--- src/rtl/uart_pkg.sv ---
// uart_pkg: constants shared by the UART blocks and the baud increment helper
// used both by the tick generator and by software-facing register defaults.
package uart_pkg;

  localparam int OVS   = 16;
  localparam int OVS_W = 4;

  // Rounded phase increment: round(baud * ovs * 2^acc_w / f_clk).
  function automatic longint unsigned baud_inc(
    input longint unsigned f_clk,
    input longint unsigned baud,
    input longint unsigned ovs,
    input int unsigned     acc_w
  );
    longint unsigned num;
    num = (baud * ovs) << acc_w;
    return (num + (f_clk >> 1)) / f_clk;
  endfunction

endpackage

--- src/rtl/baud_phase_acc.sv ---
// baud_phase_acc: fractional phase accumulator. Produces the carry of the
// current add; resync clears the phase and wins over en, en=0 holds it.
module baud_phase_acc
  import uart_pkg::*;
#(
  parameter int ACC_W = 24
) (
  input  logic             clk_i,
  input  logic             rst_n_i,
  input  logic             en_i,
  input  logic             resync_i,
  input  logic [ACC_W-1:0] inc_i,
  output logic             carry_o
);

  logic [ACC_W-1:0] acc_q;
  logic [ACC_W-1:0] acc_d;
  logic [ACC_W:0]   sum_s;

  // One extra bit holds the carry; nothing can overflow beyond it.
  assign sum_s = {1'b0, acc_q} + {1'b0, inc_i};

  // Next accumulator value and carry of this cycle's add.
  always_comb begin
    acc_d   = acc_q;
    carry_o = 1'b0;
    if (resync_i) begin
      acc_d = '0;
    end else if (en_i) begin
      acc_d   = sum_s[ACC_W-1:0];
      carry_o = sum_s[ACC_W];
    end else begin
      acc_d = acc_q;
    end
  end

  // Accumulator register with synchronous active-low reset.
  always_ff @(posedge clk_i) begin
    if (!rst_n_i) begin
      acc_q <= '0;
    end else begin
      acc_q <= acc_d;
    end
  end

endmodule

--- src/rtl/baud_tick_gen.sv ---
// baud_tick_gen: programmable fractional baud tick generator for UART TX/RX.
// Emits an oversample tick, a bit tick and a mid-bit sample tick, all
// registered. Increment changes are staged so a bit period never mixes rates.
// Optional feature macro: BAUD_CLK_OUT_EN (registered bit-rate square wave on
// clk_out); when undefined clk_out is tied low.
module baud_tick_gen
  import uart_pkg::*;
#(
  parameter int F_CLK        = 50000000,
  parameter int BAUD_DEFAULT = 9600,
  parameter int OVS          = uart_pkg::OVS,
  parameter int OVS_W        = uart_pkg::OVS_W,
  parameter int ACC_W        = 24
) (
  input  logic             clk,
  input  logic             reset,
  input  logic             en,
  input  logic             resync,
  input  logic [ACC_W-1:0] inc_in,
  input  logic             inc_load,
  output logic             inc_pending,
  output logic             ovs_tick,
  output logic             bit_tick,
  output logic             mid_tick,
  output logic [OVS_W-1:0] ovs_phase,
  output logic             clk_out
);

  localparam logic [ACC_W-1:0] INC_DEFAULT =
    ACC_W'(baud_inc(64'(F_CLK), 64'(BAUD_DEFAULT), 64'(OVS), 32'(ACC_W)));
  localparam logic [OVS_W-1:0] PHASE_LAST = OVS_W'(OVS - 1);
  localparam logic [OVS_W-1:0] PHASE_MID  = OVS_W'(OVS / 2 - 1);

  logic             carry_s;
  logic             load_s;
  logic             apply_s;
  logic [OVS_W-1:0] ovs_phase_q, ovs_phase_d;
  logic             ovs_tick_q, ovs_tick_d;
  logic             bit_tick_q, bit_tick_d;
  logic             mid_tick_q, mid_tick_d;
  logic [ACC_W-1:0] inc_active_q, inc_active_d;
  logic [ACC_W-1:0] inc_stage_q, inc_stage_d;
  logic             inc_pending_q, inc_pending_d;

  baud_phase_acc #(
    .ACC_W (ACC_W)
  ) u_acc (
    .clk_i    (clk),
    .rst_n_i  (reset),
    .en_i     (en),
    .resync_i (resync),
    .inc_i    (inc_active_q),
    .carry_o  (carry_s)
  );

  // Phase counter and tick decode; carry is already gated by en and resync.
  always_comb begin
    ovs_phase_d = ovs_phase_q;
    ovs_tick_d  = 1'b0;
    bit_tick_d  = 1'b0;
    mid_tick_d  = 1'b0;
    if (resync) begin
      ovs_phase_d = '0;
    end else if (carry_s) begin
      ovs_tick_d  = 1'b1;
      bit_tick_d  = (ovs_phase_q == PHASE_LAST);
      mid_tick_d  = (ovs_phase_q == PHASE_MID);
      ovs_phase_d = ovs_phase_q + OVS_W'(1);
    end else begin
      ovs_phase_d = ovs_phase_q;
    end
  end

  // A zero increment would stall the generator, so such loads are dropped.
  assign load_s  = inc_load && (inc_in != '0);
  // New rates take effect only at a bit boundary, a resync or while idle.
  assign apply_s = bit_tick_d || resync || !en;

  // Increment staging: a same-cycle load wins over the staged value.
  always_comb begin
    inc_active_d  = inc_active_q;
    inc_stage_d   = inc_stage_q;
    inc_pending_d = inc_pending_q;
    if (apply_s) begin
      if (load_s) begin
        inc_active_d = inc_in;
      end else if (inc_pending_q) begin
        inc_active_d = inc_stage_q;
      end else begin
        inc_active_d = inc_active_q;
      end
      inc_pending_d = 1'b0;
    end else if (load_s) begin
      inc_stage_d   = inc_in;
      inc_pending_d = 1'b1;
    end else begin
      inc_pending_d = inc_pending_q;
    end
  end

  // Phase, tick and increment registers with synchronous active-low reset.
  always_ff @(posedge clk) begin
    if (!reset) begin
      ovs_phase_q   <= '0;
      ovs_tick_q    <= 1'b0;
      bit_tick_q    <= 1'b0;
      mid_tick_q    <= 1'b0;
      inc_active_q  <= INC_DEFAULT;
      inc_stage_q   <= '0;
      inc_pending_q <= 1'b0;
    end else begin
      ovs_phase_q   <= ovs_phase_d;
      ovs_tick_q    <= ovs_tick_d;
      bit_tick_q    <= bit_tick_d;
      mid_tick_q    <= mid_tick_d;
      inc_active_q  <= inc_active_d;
      inc_stage_q   <= inc_stage_d;
      inc_pending_q <= inc_pending_d;
    end
  end

  assign ovs_phase   = ovs_phase_q;
  assign ovs_tick    = ovs_tick_q;
  assign bit_tick    = bit_tick_q;
  assign mid_tick    = mid_tick_q;
  assign inc_pending = inc_pending_q;

`ifdef BAUD_CLK_OUT_EN
  logic clk_out_q;

  // Square wave tracking the phase MSB: low for the first half of each bit.
  always_ff @(posedge clk) begin
    if (!reset) begin
      clk_out_q <= 1'b0;
    end else begin
      clk_out_q <= ovs_phase_d[OVS_W-1];
    end
  end

  assign clk_out = clk_out_q;
`else
  assign clk_out = 1'b0;
`endif

endmodule

--- config.mk ---
export PLATFORM = sky130hd
export DESIGN_NAME = baud_tick_gen
export DESIGN_NICKNAME = d
export VERILOG_FILES = /design/src/rtl/uart_pkg.sv /design/src/rtl/baud_phase_acc.sv /design/src/rtl/baud_tick_gen.sv
export SDC_FILE = /design/constraint.sdc
export NUM_CORES = 1
export LEC_CHECK = 0
export CAP_MARGIN = 40
export CELL_PAD_IN_SITES_DETAIL_PLACEMENT = 0
export CELL_PAD_IN_SITES_GLOBAL_PLACEMENT = 1
export CORE_ASPECT_RATIO = 0.75
export CORE_MARGIN = 5
export CORE_UTILIZATION = 46
export CTS_BUF_LIST = sky130_fd_sc_hd__clkbuf_4
export CTS_CLUSTER_DIAMETER = 40
export CTS_CLUSTER_SIZE = 25
export DETAILED_ROUTE_END_ITERATION = 8
export GPL_ROUTABILITY_DRIVEN = 0
export GPL_TIMING_DRIVEN = 0
export HOLD_SLACK_MARGIN = 0.02
export PLACE_DENSITY_LB_ADDON = 0.1
export SLEW_MARGIN = 20
export SYNTH_ARGS = -nofsm -noshare
export SYNTH_HDL_FRONTEND = slang
export SYNTH_HIERARCHICAL = 1
export SYNTH_SLANG_ARGS = --single-unit
--- constraint.sdc ---
create_clock -name clk -period 4.1 [get_ports clk]
set_input_delay 0.82 -clock clk [delete_from_list [all_inputs] [get_ports clk]]
set_output_delay 0.82 -clock clk [all_outputs]
set_load 0.01 [all_outputs]
# Word-level counts from Yosys, hierarchy flattened
# Index checks and enable logic that the tools add are counted.
[word_totals]
ff_bits = 80
in_bits = 29
out_inout_bits = 9
wordCells = 33
[classes]
n_bitwise = 3
n_eq_ne = 2
n_addsub = 2
n_reduce_logical = 11
mux = 7
[ops]
columns = ["operator", "n"]
rows = [
  ["two-way mux 24 bit", 2],
  ["adder 24 x 24 -> 25 bit", 1],
  ["nonzero test 24 bit", 1],
  ["two-way mux 1 bit", 5],
  ["adder 4 x 1 -> 4 bit (second input constant)", 1],
  ["== test 4 x 3 -> 1 bit (second input constant)", 1],
  ["== test 4 bit (second input constant)", 1],
  ["AND reduction 2 bit", 2],
  ["OR reduction 2 bit", 2],
  ["NOT 1 bit", 3],
  ["OR reduction 3 bit", 1],
  ["logical OR 1 bit", 2],
  ["nonzero test 2 bit", 1],
  ["logical AND 1 bit", 1],
  ["zero test 1 bit", 1],
]

# Depth between registers and ports, before layout
[logic_depth]
word_depth = 9
mapped_depth = 15
mapped_depth_nobuf = 12

# Hierarchy
# Netlist, hierarchy kept.
[by_module_without_submodules]
columns = ["mod", "seq_area_each_um2", "cells_per_inst", "n_inst", "area_each_um2"]
rows = [
  ["baud_tick_gen", 1121.1, 300, 1, 2737.6],
  ["baud_phase_acc", 480.5, 279, 1, 2207.1],
]

# Worst setup path before layout
# Ideal clock, no wire load.
[synth_path]
path_type = "register to register"
from = "register inc_active_q[0]"
to = "register inc_stage_q[10]"
synth_period_minus_slack_ns = 3.125
t_arrival_ns = 3.053
path_slack_ns = 0.975
stages_incl_launch_ff = 15
path_cell_list = "dfxtp_1 -> ha_1 -> fa_1 -> a21oi_1 -> o211ai_1 -> a22oi_2 -> a311o_1 -> o21a_1 -> nor3_1 -> buf_2 -> nand4_1 -> nand2_2 -> a211oi_4 -> buf_6 -> mux2i_1"
[synth_via]
elab_chain_cells = 9
[synth_rtl]
columns = ["element", "line_no", "source"]
rows = [
  ["start: declaration", "baud_tick_gen.sv:41", "logic [ACC_W-1:0] inc_active_q, inc_active_d;"],
  ["start signal: assignment", "baud_tick_gen.sv:116", "inc_active_q <= inc_active_d;"],
  ["adder 24 x 24 -> 25 bit", "baud_phase_acc.sv:21", "assign sum_s = {1'b0, acc_q} + {1'b0, inc_i};"],
  ["two-way mux 1 bit", "baud_phase_acc.sv:29", "end else if (en_i) begin"],
  ["two-way mux 1 bit", "baud_phase_acc.sv:27", "if (resync_i) begin"],
  ["via carry_s", "baud_tick_gen.sv:34", "logic carry_s;"],
  ["two-way mux 1 bit", "baud_tick_gen.sv:64", "end else if (carry_s) begin"],
  ["two-way mux 1 bit", "baud_tick_gen.sv:62", "if (resync) begin"],
  ["logical OR 1 bit (2 in series)", "baud_tick_gen.sv:77", "assign apply_s = bit_tick_d || resync || !en;"],
  ["NOT 1 bit (no source line)", "n/a", ""],
  ["AND reduction 2 bit (no source line)", "n/a", ""],
  ["end signal: assignment", "baud_tick_gen.sv:117", "inc_stage_q <= inc_stage_d;"],
  ["end: declaration", "baud_tick_gen.sv:42", "logic [ACC_W-1:0] inc_stage_q, inc_stage_d;"],
]
# The timed path passes the listed nets, and every way through them passes these cells.
# A chain may end at the register's enable or synchronous reset.

# Final worst setup path
[layout_path]
from = "register inc_active_q[0]"
to = "register inc_stage_q[16]"
# Same word-level chain as after synthesis.

==> parameters.txt <==
Parameter                              Value

Outcome
  Status    finished clean

Timing
  Post-layout minimum cycle time    slightly below 4 ns
  Final-report setup violation count    0
  Final Hold Fails    0
  Tcrit/Tclk final    0.942
  RSZ-0062 raised after global routing    false
  Max Clk Rate    259 MHz
  Summed negative setup slack over all endpoints    0 ns
  Setup WS post-layout    roughly 0.24 ns
  Max Transition Viols Final    0
  Final clock skew    roughly 0.014 ns
  Slew at the pin with the worst max-slew slack    ~0.65 ns
  Slew margin rel.    0.565

Floorplanning
  Floorplan core area    ~10000 sq um
  Row count    32
  Die width    130 um
  Die outline height    99.8 um
  Top Ports    38
  Starting utilization of the core area    0.475
  Die area    between 10000 and 15000 sq um

Critical path
  Required time reported for the critical path endpoint    4.47 ns
  Setup Crit Path Kind    register to register
  Critical Path Source Type    register
  Crit path arrival time    around 4.2 ns
  Reg-to-reg setup timing slack    0.24 ns
  Maximum fanout encountered on the critical timing path    10
  Critical Path Sink Type    register

Route
  Routed length per instance    roughly 17 um
  Wire length after detailed routing    approximately 13000 um
  Vias per inst    around 5.8
  Number of routed nets with antenna violations    0
  Number of violations reported at the end of detailed-routing iteration 0    approximately 540
  First-pass iteration count of the detailed router    5
  DRC violations left    0
  Overall via count from detail_route    about 4500

Clock network
  H-tree depth    3
  Worst-skew pair later-pin latency    between 0.4 and 0.5 ns
  Number of hold-repair buffers added at the cts stage    0
  Number of CTS-inserted buffers    9
  Clock tree from TritonCTS    yes
  Sinks on Clock Net    80
  Clock Tree Root    clkbuf_4
  Max Buffers Root-to-Sink    2
  Clock slew at reported path FFs    roughly 0.14 ns

Power and ir drop
  Power Density    between 300 and 400 nW/um^2
  Worst ir drop on vdd    roughly 150 uV
  Leakage power of the design    2.18 nW

Final layout
  Most common cell after layout, fill and taps aside    nand2_1
  Proportion of layout cells with a drive suffix above 1    0.112
  Multi-input combinational cell area    3070 sq um
  Count of antenna diodes in the layout    0
  Highest-count cells in the layout ignoring fill and taps    nand2_1, dfxtp_1, a21oi_1, mux2i_1, clkdlybuf4s50_1
  Post-layout util    0.545
  Layout net count    686
  Layout Area Growth over Synthesis    14.7%
  Register Area    1600 sq um
  Fill cell total of the finished layout    between 1000 and 1500
  Post-route insts no fill    771

GRT
  Global-route wire length before repair    22000 um
  Via count of the first global-routing pass    ~4300
  Maximum number of pins on one net before global-route repair    14
  Number of antenna violations at the first check in global routing    0
  Global router's overall resource usage    0.214
  Total overflow reported by the global router    0

Synth
  Post-synth top area share    0.324
  Count of different cell masters after synthesis    70
  Post-Synthesis Mean Instance Area    approximately 8.5 sq um
  Synth Net Count    634
  Post-synthesis cell type with the largest combined area    dfxtp_1
  Number of warnings issued by yosys    6
  Post-synthesis compound-gate area fraction    0.251
  Area share of and/or/nand/nor cells after synthesis    0.207
  Top_reg_cell synth    dfxtp_1
  Area share of fa/ha/maj cells after synthesis    0.0673
  Synthesized cell area    4940 sq um
  Dominant combinational cell family by area after synthesis    compound AO/OA/AOI/OAI gates
  Multiplexer fraction of the synthesized cell area    0.0749
  Post-synth EDFFs    0
  Gate count after technology mapping    around 580
  Xor and xnor fraction of the mapped netlist area    0.0195
  Sequential-to-total area share from yosys stat    0.324
  Share of synthesized registers carrying an async set or reset    0
  Number of synthesized register bits    80
  Top area cells in the synthesized netlist    dfxtp_1, nand2_1, mux2i_1, ha_1, a21oi_1

Placed design
  Placement-stage worst setup slack    0.101 ns
  Input/output buffers    36
  Instance count after placement with tap cells included    751
  Detailed placer's ending HPWL    10300 um

Job
  Reported max-cap violation count    0

Worst hold path
  Type of the tightest min-delay check    register to register
area by class of cell:
class                      instances  area share
sequential                        80       0.282
tap                              136      0.0300
multi-input combinational        445       0.541
timing repair buffer              41      0.0702
buffer                            32      0.0344
inverter                          22      0.0146
clock buffer                      10      0.0132
clock inverter                     5      0.0146
routing by layer:
layer  track usage  vias to the layer above  part of all wire
li1              -                     2232                 -
met1         0.330                     2118              0.53
met2         0.300                      121              0.41
met3        0.0426                       15             0.050
met4        0.0591                        0             0.011
met5             0                        -                 0
sequential cells by signal, indices dropped and copies added (netlist names):
| register | flops |
|---|---|
| ovs_tick | 1 |
| mid_tick | 1 |
| bit_tick | 1 |
| u_acc/acc_q | 24 |
| ovs_phase | 4 |
| inc_stage_q | 24 |
| inc_pending | 1 |
| inc_active_q | 24 |
where the power goes:
group	internal, W	switching (W)	total (W)
Combinational	0.000135	0.000186	0.000321
Clock	0.000252	0.000296	0.000549
Sequential	0.000813	0.0000325	0.000845
kinds of logic (layout without fill, tap and decap cells):
family | Yosys count | after routing
simple gates | 213 | 213
compound gates | 157 | 157
flops | 80 | 80
buf+inv | 54 | 110
mux | 37 | 37
fa+ha+maj | 26 | 26
xor+xnor | 11 | 11
other cells | 1 | 1
through the flow:
step,total power (W),area [sq um],hold WS [ns]
final,0.00171,5670,0.467
after global routing,0.00180,5670,0.487
after CTS,0.00173,5630,0.468
after detailed placement,0.00118,5480,0.448
after global placement,0.00117,5480,0.444
after floorplan,0.00107,4940,0.434
worst max-delay path: stages (launching register included):
cell and delay, ns:
dfxtp_1 0.34, ha_1 0.22, fa_1 0.42, a21oi_1 0.26, o211ai_1 0.20, a22oi_2 0.18
buf_4 0.18, a311o_1 0.22, o21a_1 0.17, nor3_1 0.06, buf_2 0.20, nand4_1 0.19
nand2_2 0.22, a211oi_4 0.46, buf_6 0.23, mux2i_1 0.21
what timing repair did:
action,CTS,global route
resized for setup,0,3
setup buffers,0,5
setup endpoints to repair,0,28
hold endpoints to repair,0,0
cells in the mapped netlist (3+ instances only):
cell and count:
o221a_2 6, ha_1 25, or3_1 7, xnor2_1 7, nand3_1 18, nor3_1 9
buf_6 4, nand4_1 11, o21bai_1 4, a32o_1 5, dfxtp_1 80, o221ai_2 10
o211ai_1 3, a21o_1 6, a311oi_1 4, and3_1 7, o21ai_0 21, a21oi_1 48
buf_2 6, buf_4 3, a2bb2oi_1 4, o21a_1 4, nand2_1 102, o2111ai_1 4
a211oi_1 12, and2_1 4, a31oi_1 3, inv_1 22, mux2i_1 37, clkbuf_1 14
xor2_1 4, and4_1 3, nor4_1 4, nor2_1 29, nand2b_1 3
worst paths after layout:
check,start,endpoint,cells past startpoint
max reg2reg,inc_active_q[0],inc_stage_q[16],15
max,inc_active_q[0],inc_stage_q[16],15
min,inc_stage_q[6],inc_stage_q[6],2
min reg2reg,inc_stage_q[6],inc_stage_q[6],2
Power figures use the tool's default switching activity.
